## src/rtl/mcp_datapath.sv

```systemverilog
// Multicycle MIPS datapath: PC, Instr, Data, A, B, ALUOut, register file, ALU and muxes.
// All sequencing comes from the controller's control word; this block only implements per-edge register semantics.
module mcp_datapath #(
    parameter logic [31:0] PC_RESET = 32'h0000_0000,
    parameter int          REGBITS  = 5
) (
    input  logic        clk,
    input  logic        reset,
    input  logic        pcen,
    input  logic        irwrite,
    input  logic        regwrite,
    input  logic        alusrca,
    input  logic        iord,
    input  logic        memtoreg,
    input  logic        regdst,
    input  logic [1:0]  alusrcb,
    input  logic [1:0]  pcsrc,
    input  logic [2:0]  alucontrol,
    input  logic [31:0] readdata,
    output logic [5:0]  op,
    output logic [5:0]  funct,
    output logic        zero,
    output logic [31:0] adr,
    output logic [31:0] writedata
);

    localparam int NREGS = 2 ** REGBITS;

    logic [31:0] pc, instr, data, a, b, aluout;
    logic [31:0] rf [NREGS];

    logic [REGBITS-1:0] ra1, ra2, wa;
    logic [31:0]        rd1, rd2, wd;
    logic [31:0]        signimm, srca, srcb, aluresult, pcnext;

    assign ra1 = instr[21 +: REGBITS];
    assign ra2 = instr[16 +: REGBITS];
    assign wa  = regdst ? instr[11 +: REGBITS] : instr[16 +: REGBITS];
    assign wd  = memtoreg ? data : aluout;

    // Register 0 is hardwired to zero on the read side as well as write-protected.
    assign rd1 = (ra1 == '0) ? 32'd0 : rf[ra1];
    assign rd2 = (ra2 == '0) ? 32'd0 : rf[ra2];

    assign signimm = {{16{instr[15]}}, instr[15:0]};
    assign srca    = alusrca ? a : pc;

    always_comb begin
        srcb = b;
        case (alusrcb)
            2'b00: srcb = b;
            2'b01: srcb = 32'd4;
            2'b10: srcb = signimm;
            2'b11: srcb = {signimm[29:0], 2'b00};
            default: srcb = b;
        endcase
    end

    // NOTE: every combinational output gets a default first so no path infers a latch.
    always_comb begin
        aluresult = 32'd0;
        case (alucontrol)
            3'b010:  aluresult = srca + srcb;
            3'b110:  aluresult = srca - srcb;
            3'b000:  aluresult = srca & srcb;
            3'b001:  aluresult = srca | srcb;
            3'b111:  aluresult = {31'd0, $signed(srca) < $signed(srcb)};
            default: aluresult = 32'd0;
        endcase
    end

    always_comb begin
        pcnext = aluout;
        case (pcsrc)
            2'b00:   pcnext = aluresult;
            2'b10:   pcnext = {pc[31:28], instr[25:0], 2'b00};
            default: pcnext = aluout;
        endcase
    end

    // NOTE: sequential state uses non-blocking assignments so A/B see pre-write register values.
    always_ff @(posedge clk or negedge reset) begin
        if (!reset) begin
            pc     <= PC_RESET;
            instr  <= '0;
            data   <= '0;
            a      <= '0;
            b      <= '0;
            aluout <= '0;
        end else begin
            if (pcen)    pc    <= pcnext;
            if (irwrite) instr <= readdata;
            data   <= readdata;
            a      <= rd1;
            b      <= rd2;
            aluout <= aluresult;
        end
    end

    // NOTE: the register file is cleared on reset, so it maps to flops rather than a RAM macro.
    always_ff @(posedge clk or negedge reset) begin
        if (!reset) begin
            for (int i = 0; i < NREGS; i++) rf[i] <= '0;
        end else if (regwrite && (wa != '0)) begin
            rf[wa] <= wd;
        end
    end

    assign op        = instr[31:26];
    assign funct     = instr[5:0];
    assign zero      = (aluresult == 32'd0);
    assign adr       = iord ? aluout : pc;
    assign writedata = b;

endmodule

```

## config.mk

```make
export PLATFORM = sky130hd
export DESIGN_NAME = mcp_datapath
export DESIGN_NICKNAME = d
export VERILOG_FILES = /design/src/rtl/mcp_datapath.sv
export SDC_FILE = /design/constraint.sdc
export NUM_CORES = 2
export LEC_CHECK = 0
export BUFFER_PORTS_ARGS = -buffer_cell sky130_fd_sc_hd__buf_2
export CAP_MARGIN = 20
export CORE_MARGIN = 1.5
export CORE_UTILIZATION = 23
export CTS_BUF_LIST = sky130_fd_sc_hd__clkbuf_4 sky130_fd_sc_hd__clkbuf_8
export DETAILED_ROUTE_END_ITERATION = 8
export GPL_TIMING_DRIVEN = 0
export SYNTH_ARGS = -nofsm -noshare
export SYNTH_HDL_FRONTEND = slang
export SYNTH_SLANG_ARGS = --single-unit
export TNS_END_PERCENT = 1
```

## constraint.sdc

```tcl
create_clock -name clk -period 13.03 [get_ports clk]
set_clock_uncertainty 0.05 [all_clocks]
set_input_delay 1.9545 -clock clk [delete_from_list [all_inputs] [get_ports clk]]
set_output_delay 1.9545 -clock clk [all_outputs]
set_load 0.005 [all_outputs]
```

# Yosys cells after proc, flatten, opt, wreduce, memory -nomap -nowiden
# Index checks and enable logic that the tools add are counted.
# op_classes
reduce_logical,10
magnitude_cmp,5
n_mux,18
eq_ne,8
n_addsub,2
bitwise,6
# op_table
cell,n
1024-bit bitwise mux,1
32-bit binary-select mux with 5-bit select,2
32-bit 2-to-1 mux,10
32-bit demux with 5-bit select,1
32-bit one-hot mux with 5 select lines,1
32-bit one-hot mux with 4 select lines,1
32-bit one-hot mux with 2 select lines,1
32-bit adder,1
32-bit bitwise AND,1
32-bit zero test,1
32-bit less-than comparator,1
32-bit OR,1
32-bit subtractor,1
6-bit greater-or-equal comparator (second input constant),3
5-bit NOT with 6-bit output,3
5-bit zero test,2
2-bit equality test (second input constant),3
3-bit equality test (second input constant),2
6-bit by 1-bit less-than comparator with 1-bit output (second input constant),1
5-bit 2-to-1 mux,1
5-bit nonzero test,1
2-bit zero test,2
3-bit by 1-bit equality test with 1-bit output (second input constant),1
3-bit by 2-bit equality test with 1-bit output (second input constant),1
other kinds (5),6
# word_totals
input_bits,48
regBits,1216
out_inout_bits,77
elab_cells,88

# Logic depth before layout (Yosys ltp)
# depth
word_depth,7
mapped_depth,19
ltp_nobuf,17

# Worst setup path before layout
# OpenSTA, ideal clock, no wires.
# synth_path
path_type,input-to-output
startpoint,input alusrca
endpoint,output zero
t_required_ns,11.026
setup_slack_ns,5.423
arrival_ns,5.603
path_stages,18
n_path_buf,2
cell_sequence,clkbuf_1 buf_1 mux2_2 inv_1 ha_1 inv_1 fa_1 nor2b_1 o21ai_0 nor3b_1 o21ai_0 a32o_1 or4_1 nor4_1 nand4b_1 nor4_2 nand4_1 nor3_2
# synth_between
elab_chain_len,4
elab_cells_between_ends,8
cone_classes,add/sub (2); order compare (1); mux (2); bitwise (2); reduce/logical (1)
# synth_rtl
item,line,source
start: declaration,12,"input logic alusrca,"
32-bit 2-to-1 mux (*),46,assign srca = alusrca ? a : pc;
32-bit subtractor (tied with other cells),64,3'b110: aluresult = srca - srcb;
32-bit one-hot mux with 5 select lines (*),62,case (alucontrol)
net aluresult[4],34,"logic [31:0] signimm, srca, srcb, aluresult, pcnext;"
32-bit zero test (*),111,assign zero = (aluresult == 32'd0);
end: declaration,22,"output logic zero,"
# The timed path passes the listed nets; every way through them passes the cells marked *.

# Final worst setup path
# layout_path
startpoint,input alusrca
endpoint,output zero
# layout_between
elab_chain_len,4
elab_cells_between_ends,8
cone_classes,add/sub (2); order compare (1); mux (2); bitwise (2); reduce/logical (1)
# layout_rtl
item,line
32-bit 2-to-1 mux (*),46
32-bit subtractor (tied with other cells),64
32-bit one-hot mux with 5 select lines (*),62
32-bit zero test (*),111
# Mark *: on every way between the ends. The rest lies on a longest branch, timed or not.

==> impl_metrics.py <==
metrics = {
    "logic_synthesis": {
        "synth.most_common_cell": "dfrtp_1",
        "yosys.area.top_type": "dfrtp_1",
        "synth_edf_count": 0,
        "avgSynthCellArea_um2": 11.4,
        "synth_nets": 5870,
        "ys_top_cells_by_count": "dfrtp_1, nor2_1, a21oi_1",
        "synth-async-reset-ratio_pct": 100,
        "synthTopCellsByArea": "dfrtp_1, mux4_2, a21oi_1",
        "synth_flop_cell": "dfrtp_1",
        "synth_top_cell_area_share_pct": 46.9,
        "synth_area_mm2": 0.0649,
        "synth_cell_type_count": 88,
        "yosys_warnings": 0,
        "syn-instance-count": 5711,
        "ys_ff_latch": 1216,
        "seq_area_frac_synth_pct": 46.9,
    },
    "final_layout": {
        "area_growth_pct": 16.5,
        "final_layout_size_suffix_gt1_share_pct": 21.5,
        "design_area_mm2": 0.0756,
        "layout.nets": 6234,
        "final_cells": 9971,
    },
    "worst_setup_path": {
        "crit_buf_inv": 4,
        "crit_end": "zero",
        "slowest_stage": "a2111oi_1",
        "startpoint": "alusrca",
        "r2r_slack_ps": 7500,
        "worst-path-stages": 18,
        "cp.arrival_ps": 8110,
        "reg2reg_to": "pc[26]",
        "crit_required_ps": 11030,
        "cp-end-kind": "output port",
        "path_class": "in2out",
        "cpLargestDelayFamily": "compound AO/OA/AOI/OAI gates",
        "cp-start-kind": "input port",
        "crit_chain": "clkbuf_1 > buf_1 > mux2_2 > ha_1 > inv_1 > fa_1 > nand2b_1 > a211oi_1 > o21ai_1 > a2111oi_1 > o211ai_1 > o31ai_1 > xor2_1 > a21oi_1 > nor3b_1 > nand4_1 > nor3_2 > buf_2",
        "crit_fanout": 10,
        "max_stage_delay_ps": 1130,
        "rr_worst_depth": 16,
        "timing.rr.start": "instr[0]",
    },
    "cts": {
        "h-tree-depth": 4,
        "cts-buffers-inserted": 205,
        "cts.clk_slew.worst_paths_ps": 60,
        "hold_buffers": 0,
        "clk_latency_ps": 990,
        "cts_tree": "built",
        "cts_resized": 0,
        "post_cts_buffers": 0,
        "clock-sinks": 1216,
        "clock_path_buffers": 3,
        "clockRootBuffer": "clkbuf_8",
    },
    "placed_design": {
        "dpl_cell_area_mm2": 0.0707,
        "gp_congestion": 0.971,
        "place_worst_setup_slack_ps": 3110,
        "numPortBuffers": 115,
        "dp.cells": 9579,
        "hpwl_um": 191000,
    },
    "drt": {
        "route.met3.wl_um": 26600,
        "viasPerCell": 5.17,
        "num_vias": 51500,
        "wl_met1_um": 93800,
        "met2_length_um": 111000,
        "drt_iter0_drc": 6645,
        "wire_per_inst_um": 24.2,
        "top_layer": "met5",
        "totalWireLength_um": 241000,
        "drt_pass1_iterations": 8,
        "ant_nets": 0,
        "drc": 0,
    },
    "power": {
        "p_clk_share_pct": 24.0,
        "p_switching_w": 0.00610,
        "p_comb_share_pct": 36.6,
        "ir_drop_v": 0.000106,
        "cellLeakagePower_nw": 31.1,
        "pwr-share-seq_pct": 39.4,
        "switching_share_pct": 37.4,
        "cellPowerDensity_mw_per_mm2": 216,
        "cellInternalPower_w": 0.0102,
    },
    "global_route": {
        "grt_overflow": 0,
        "grt_pass1_wl_um": 350000,
        "grt_use_total_pct": 16.5,
        "grt_start_max_net_pins": 161,
        "grt_pass1_vias": 52100,
        "antenna_found_initial": 19,
    },
    "run": {
        "maxCapViolCount": 0,
    },
    "floorplan": {
        "ioPinCount": 125,
        "dieArea_mm2": 0.285,
        "initial_core_util_pct": 23.2,
        "die_w_um": 534,
        "core-area_mm2": 0.280,
        "rows": 194,
        "die_h_um": 534,
    },
    "sta": {
        "fin_tns_setup_ps": 0,
        "grt_setup_unrepaired": "no",
        "slew_headroom_pct": 18.2,
        "setup_violations": 0,
        "hold_viol": 0,
        "worst_slack_ps": 2920,
        "worst_slew_pin_slew_ps": 1230,
        "finalCritPeriodShare_pct": 77.6,
        "fmax_mhz": 98.9,
        "slew_viol_final": 0,
        "finalCriticalPeriod_ps": 10110,
    },
    "hold_path": {
        "hp-class": "reg2reg",
    },
    "status": {
        "status": "completed",
    },
}
power by group through the flow:
stage	combinational, W	sequential (W)	clock (W)
3_5_place_dp	0.00577	0.00641	0
4_1_cts	0.00580	0.00636	0.00395
5_1_grt	0.00635	0.00657	0.00412
3_3_place_gp	0.00561	0.00627	0
2_1_floorplan	0.00398	0.00596	0
6_report	0.00596	0.00643	0.00391
metal layers:
metal | vias up | global-route usage (%)
met4 | 10 | 6.54
met2 | 3072 | 26.2
met5 | - | 0
met1 | 26500 | 21.3
li1 | 21500 | -
met3 | 498 | 4.32
layout by cell type (no fill, tap or decap), types with 9 or more instances in the layout:
| cell type | n |
|---|---|
| dfrtp_1 | 1216 |
| nor2_1 | 850 |
| a21oi_1 | 767 |
| mux4_2 | 640 |
| clkbuf_1 | 469 |
| nand2_1 | 410 |
| o21ai_0 | 387 |
| clkbuf_8 | 276 |
| buf_2 | 131 |
| mux2i_1 | 129 |
| ha_1 | 109 |
| inv_1 | 103 |
| mux2_2 | 101 |
| buf_1 | 84 |
| clkbuf_4 | 46 |
| a21o_1 | 37 |
| a211oi_1 | 31 |
| clkinv_2 | 31 |
| buf_8 | 23 |
| o211ai_1 | 22 |
| buf_4 | 22 |
| nor3_1 | 21 |
| a31oi_1 | 19 |
| a22o_1 | 18 |
| or3_1 | 16 |
| xnor2_1 | 16 |
| nand2b_1 | 12 |
| or2_2 | 12 |
| o21a_1 | 12 |
| o22ai_1 | 12 |
| nor2b_1 | 11 |
| o21bai_1 | 11 |
| nor4_1 | 11 |
| nand3_1 | 10 |
| bufinv_16 | 10 |
| nor3b_1 | 9 |
| buf_16 | 9 |
per-stage QoR:
stage | total power (W) | hold slack (ps) | utilization, %
after CTS | 0.0161 | 431 | 26.9
after global placement | 0.0119 | 409 | 25.0
final | 0.0163 | 428 | 27.0
after floorplan | 0.00995 | 391 | -
after global routing | 0.0170 | 446 | 27.0
after detailed placement | 0.0122 | 413 | 25.2
logic make-up (layout without fill, tap and decap cells):
group                      Yosys count  count (layout)  synth area share, %
AOI/OAI and AO/OA                 1396            1396                 11.9
xor gates and xnor gates            19              19                0.256
adders and majority gates          111             111                 2.16
buffers and inverters              696            1229                 4.14
DFF                               1216            1216                 46.9
muxes                              870             870                 25.9
other                                0               3                    0
and+or+nand+nor                   1403            1403                 8.71
worst min-delay path by stage:
stage | to | slack (ps) | start | cells past startpoint
CTS | rf[1004] | 430 | rf[1004] | 1
global route | rf[1013] | 450 | rf[1013] | 1
detailed placement | rf[1018] | 410 | rf[1018] | 1
global placement | rf[1023] | 410 | rf[1023] | 1
finish | rf[1007] | 430 | rf[1007] | 1
floorplan | rf[1000] | 390 | rf[1000] | 1
cell type report:
cell class / instances / area, um2
multi-input combinational: 3799 / 31800
clock buffer: 322 / 4140
tap: 3724 / 4660
sequential: 1216 / 30400
buffer: 589 / 2300
clock inverter: 54 / 584
timing repair buffer: 157 / 1270
fill: 29100 / 205000
inverter: 107 / 402
antenna: 3 / 7.51
flip-flops by register name, summed over array words and instances, names as in the netlist:
register   count
a             32
pc            32
rf          1024
instr         32
data          32
writedata     32
aluout        32
(Power assumes the default switching activity.)
